===== src/rtl/eth_pcs_scrambler_pipe.sv =====
// Self-synchronous 1 + x^39 + x^58 scrambler/descrambler for the 10G PCS.
// Whole beat unrolled per cycle, one-cycle latency, header passed through untouched.
module eth_pcs_scrambler_pipe #(
    parameter int unsigned W_DATA     = 32,
    parameter bit          SCR_MODE   = 1'b0,
    parameter bit          SCR_BYPASS = 1'b0,
    parameter logic [57:0] SCR_SEED   = '1
) (
    input  logic              i_clk,
    input  logic              i_reset_n,
    input  logic              i_clk_en,
    input  logic              i_bypass,
    input  logic              i_seed_load,
    input  logic              i_valid,
    input  logic [1:0]        i_hdr,
    input  logic [W_DATA-1:0] i_data,
    output logic              o_valid,
    output logic [1:0]        o_hdr,
    output logic [W_DATA-1:0] o_data,
    output logic              o_locked
);

    if (W_DATA != 16 && W_DATA != 32 && W_DATA != 64) begin : g_bad_width
        $error("eth_pcs_scrambler_pipe: W_DATA must be 16, 32 or 64");
    end

    logic [57:0]       state_reg;
    logic [57:0]       state_next;
    logic [57:0]       walk_state;
    logic [W_DATA-1:0] scr_data;
    logic              valid_reg;
    logic [1:0]        hdr_reg;
    logic [W_DATA-1:0] data_reg;
    logic              bypass;

    assign bypass = i_bypass | SCR_BYPASS;

    // S[0] is the newest line bit; bit 0 of the beat goes through first.
    always_comb begin
        walk_state = i_seed_load ? SCR_SEED : state_reg;
        scr_data   = '0;
        for (int k = 0; k < W_DATA; k++) begin
            scr_data[k] = i_data[k] ^ walk_state[38] ^ walk_state[57];
            walk_state  = {walk_state[56:0], SCR_MODE ? i_data[k] : scr_data[k]};
        end
        state_next = walk_state;
    end

    // State advances even in bypass so the stream resumes seamlessly.
    always_ff @(posedge i_clk or negedge i_reset_n) begin
        if (!i_reset_n) begin
            state_reg <= SCR_SEED;
            valid_reg <= 1'b0;
            hdr_reg   <= 2'b00;
            data_reg  <= '0;
        end else if (i_clk_en) begin
            valid_reg <= i_valid;
            hdr_reg   <= i_hdr;
            data_reg  <= bypass ? i_data : scr_data;
            if (i_valid) begin
                state_reg <= state_next;
            end else if (i_seed_load) begin
                state_reg <= SCR_SEED;
            end
        end
    end

    assign o_valid = valid_reg;
    assign o_hdr   = hdr_reg;
    assign o_data  = data_reg;

    if (SCR_MODE) begin : g_lock
        localparam int unsigned LOCK_BEATS = (58 + W_DATA - 1) / W_DATA;
        localparam int unsigned CNT_W      = $clog2(LOCK_BEATS + 1);

        logic [CNT_W-1:0] cnt_reg;
        logic             locked_reg;

        // Locked once every state bit used for a beat came from the line.
        always_ff @(posedge i_clk or negedge i_reset_n) begin
            if (!i_reset_n) begin
                cnt_reg    <= '0;
                locked_reg <= 1'b0;
            end else if (i_clk_en) begin
                if (i_seed_load) begin
                    cnt_reg    <= i_valid ? CNT_W'(1) : '0;
                    locked_reg <= 1'b0;
                end else if (i_valid) begin
                    locked_reg <= (cnt_reg >= CNT_W'(LOCK_BEATS));
                    if (cnt_reg < CNT_W'(LOCK_BEATS)) begin
                        cnt_reg <= cnt_reg + 1'b1;
                    end
                end
            end
        end

        assign o_locked = locked_reg;
    end else begin : g_no_lock
        assign o_locked = 1'b1;
    end

endmodule


===== config.mk =====
export PLATFORM = sky130hd
export DESIGN_NAME = eth_pcs_scrambler_pipe
export DESIGN_NICKNAME = d
export VERILOG_FILES = /design/src/rtl/eth_pcs_scrambler_pipe.sv
export SDC_FILE = /design/constraint.sdc
export NUM_CORES = 1
export LEC_CHECK = 0
export ABC_AREA = 1
export ABC_CLOCK_PERIOD_IN_PS = 1200
export CORE_MARGIN = 1.5
export CORE_UTILIZATION = 50
export CTS_CLUSTER_DIAMETER = 150
export DETAILED_ROUTE_END_ITERATION = 10
export PLACE_DENSITY_LB_ADDON = 0.1
export SYNTH_ARGS = -nofsm -noshare
export SYNTH_HDL_FRONTEND = slang
export SYNTH_SLANG_ARGS = --single-unit

===== constraint.sdc =====
create_clock -name i_clk -period 1.2 [get_ports i_clk]
set_clock_uncertainty 0.15 [all_clocks]
set_input_delay 0.18 -clock i_clk [delete_from_list [all_inputs] [get_ports i_clk]]
set_output_delay 0.18 -clock i_clk [all_outputs]
set_load 0.01 [all_outputs]

==> results.md <==
- Result of the run: finished, violations left
- Violated checks: DRC, setup timing
- ANT cells: 0
- Synth top area cells: sky130_fd_sc_hd__dfstp_2 (26%), sky130_fd_sc_hd__nand2_1 (19%), sky130_fd_sc_hd__dfrtp_1 (15%)
- Mapped Area: 5950 µm²
- Number of buffers created by CTS: 9
- Leading area contributor after synthesis: sky130_fd_sc_hd__dfstp_2
- Length of the first detailed-routing pass in iterations: 8
- Peak supply drop: 0.000747 V
- Post-route ant nets: 0
- Yosys cell types: 23
- Max reg flops: 58
- Class of the most critical setup path: reg2reg
- Pin count of the biggest net entering global routing: 45
- Number of nets produced by synthesis: 916
- CP max-delay cell: sky130_fd_sc_hd__dfstp_2
- Most numerous cell types in the synthesized netlist: sky130_fd_sc_hd__nand2_1 (299), sky130_fd_sc_hd__nand3_1 (142), sky130_fd_sc_hd__inv_1 (118), sky130_fd_sc_hd__nor2_1 (68), sky130_fd_sc_hd__dfstp_2 (58)
- GR met3 Demand/Resource: 0.0410
- I/O pin count: 76
- Sinks on Clock Net: 93
- Setup repair after global routing missed its margin: yes
- Cell-by-cell trace of the critical path: inv_2 -> nand2_2 -> nand2_1 -> nand3_2 -> nand3_1 -> nand2_2 -> nand2_1
- Overall die area: 12600 µm²
- Count leader, synth: sky130_fd_sc_hd__nand2_1
- CP Data Required Time: 1300 ps
- Share of layout cells above drive strength 1: 0.504
- Met2 Usage GRT: 0.518
- Post-route total power: 0.00973 W
- Max-slew violation count: 0
- Slowest Stage Delay on Critical Path: 550 ps
- Number of antenna violations at the first check in global routing: 0
- Primary FF master, synth: sky130_fd_sc_hd__dfstp_2
- Flops & latches, synth: 93
- Final global-route overflow total: 0
- I/O Buffers: 74
- # H-tree levels: 3
- P per Cell Area: 1090 nW/µm²
- Residual DRC count: 2
- Synthesis warning total: 0
- Die width: 112 µm
- Crit path time final: 1330 ps
- DRC marker count from the first detailed-route iteration: 558
- Filler Cells Inserted: 791
- Average size of a mapped cell: 6.79 µm²
- Worst path setup slack after routing: -129 ps
- Highest Clock Rate: 752 MHz
- Hold violation total from the final report: 0
- Crit path arrival time: 1430 ps
- Final Net Count: 1089
- Vias per Instance: 5.48
- Standard-cell rows: 39
- First-pass GRT wire length: 31600 µm
- GR peak layer: met2
- Sort of element at the end of the critical path: flop
- Final weighted congestion in routability-driven placement: 0.843
- CP Max Fanout: 3
- Sequential fraction of the synthesis area: 0.403
- Buffer cell driving the clock tree root: sky130_fd_sc_hd__clkbuf_16
- Relative area change from synthesis to final layout: 50.3%
- Overall track demand over capacity in global routing: 0.321
- Number of global-route vias before repair: 6463
- Top-area cell type share of the netlist area: 0.256
- Kind of start point of the critical path: flop
- Initial Utilization: 0.517
- Max-cap violation count: 0
- Total routed wirelength: 20000 µm
- Aggregate negative setup slack: -4600 ps
- Skew-Pair Late Insertion Delay: 360 ps
- HPWL Detailed: 12500 µm
- Number of enable flip-flop cells after synthesis: 0
- Type of the worst min-delay path: in2async
- Fin crit share: 1.11
- Clock Path Buffers: 2
- Mean routed wirelength per cell: 16.7 µm
- DIE HEIGHT: 112 µm
- Number of instances in the synthesized netlist: 876
- Clock tree from TritonCTS: yes
- Proportion of register bits with asynchronous set or reset after synthesis: 1.00
- Leakage power of the design: 4.30 nW
- Setup violation total in the final timing report: 87
- Core area: 11500 µm²
- Global routing met1 resource utilization: 0.424
- Via Count: 6561
- Clock slew at the register clock pins of the worst setup and hold paths: 60 ps
metrics by stage:
step	setup WS [ps]	hold slack (ps)	std cells	cell area, µm²	utilization
floorplan	-10.9	-266	876	5980	-
CTS	-92.8	61.1	1187	8450	0.733
global placement	-422	-114	1144	7450	0.647
finish	-129	62.7	1197	8940	0.776
detailed placement	-504	-112	1144	7450	0.647
global route	-195	76.2	1197	8940	0.776
critical path, delay by kind of cell, from the launching register on:
kind	cells	cell delay, ps
buffers and inverters	1	50
AND/OR/NAND/NOR	6	480
flip-flops	1	550
layout make-up:
| class | instances | area, µm² | share of cell area |
|---|---|---|---|
| clock buffer | 15 | 268 | 0.0299 |
| clock inverter | 1 | 5.00 | 0.000560 |
| inverter | 121 | 459 | 0.0514 |
| multi-input combinational | 620 | 3860 | 0.432 |
| sequential | 93 | 2400 | 0.268 |
| tap | 143 | 179 | 0.0200 |
| timing repair buffer | 204 | 1770 | 0.198 |
repair_timing:
action / in CTS / in global routing
endpoints found under the hold margin: 49 / 0
pin swaps: 56 / 48
endpoints found under the setup margin: 124 / 116
hold buffers: 1 / 0
gates resized for setup: 344 / 117
setup buffers: 26 / 15
cells by family (layout without fill, tap and decap cells):
family	Yosys count	in the layout	share of synthesized area
flip-flops	93	93	0.403
other	1	1	0.000630
AND/OR/NAND/NOR	561	561	0.426
buffers and inverters	163	341	0.118
AO/OA/AOI/OAI	58	58	0.0517
power breakdown:
part / total (W) / internal, W / leakage (nW) / switching (W)
clock: 0.00275 / 0.00152 / 0.134 / 0.00123
sequential: 0.00389 / 0.00363 / 1.03 / 0.000264
combinational: 0.00308 / 0.00141 / 3.13 / 0.00167
total: 0.00973 / 0.00656 / 4.30 / 0.00316
cell usage in the layout (no fill, tap or decap), types with 4 or more instances in the layout:
cell type	Yosys	final
sky130_fd_sc_hd__nand2_1	299	191
sky130_fd_sc_hd__nand3_2	14	95
sky130_fd_sc_hd__buf_4	6	94
sky130_fd_sc_hd__nand2_2	1	85
sky130_fd_sc_hd__inv_1	118	84
sky130_fd_sc_hd__dfstp_2	58	58
sky130_fd_sc_hd__nand3_1	142	52
sky130_fd_sc_hd__nor2_1	68	51
sky130_fd_sc_hd__inv_2	3	35
sky130_fd_sc_hd__clkdlybuf4s50_1	0	35
sky130_fd_sc_hd__dfrtp_1	35	35
sky130_fd_sc_hd__buf_2	13	34
sky130_fd_sc_hd__a21oi_1	32	32
sky130_fd_sc_hd__buf_6	3	27
sky130_fd_sc_hd__nand2_4	0	24
sky130_fd_sc_hd__nor2_4	13	16
sky130_fd_sc_hd__o21ai_0	19	15
sky130_fd_sc_hd__nor2_2	0	14
sky130_fd_sc_hd__and2_4	0	11
sky130_fd_sc_hd__nand3_4	0	9
sky130_fd_sc_hd__and2_1	20	9
sky130_fd_sc_hd__clkbuf_16	0	9
sky130_fd_sc_hd__buf_12	1	9
sky130_fd_sc_hd__o31ai_1	7	5
sky130_fd_sc_hd__nor3b_1	4	4
sky130_fd_sc_hd__clkbuf_1	17	4
metal layers:
| metal | wire length [µm] | share of wire | vias to the layer above |
|---|---|---|---|
| met5 | 0 | 0 | - |
| met4 | 845 | 0.042 | 0 |
| met3 | 1290 | 0.064 | 67 |
| met2 | 9660 | 0.48 | 297 |
| met1 | 8240 | 0.41 | 3143 |
| li1 | - | - | 3054 |
worst paths after layout:
kind                                           startpoint                   endpoint  slack (ps)  cells past startpoint
max in group asynchronous                       i_reset_n  state_reg[55]$_DFFE_PN1P_         310                      3
worst max register to register  state_reg[22]$_DFFE_PN1P_     o_data[16]$_DFFE_PN0P_        -130                      7
min in group i_clk                               i_hdr[1]       o_hdr[1]$_DFFE_PN0P_         220                      3
worst min-delay path                            i_reset_n        o_valid$_DFFE_PN0P_          60                      2
worst max-delay path            state_reg[22]$_DFFE_PN1P_     o_data[16]$_DFFE_PN0P_        -130                      7
worst min register to register       o_hdr[1]$_DFFE_PN0P_       o_hdr[1]$_DFFE_PN0P_         330                      2
(Power assumes the default switching activity.)
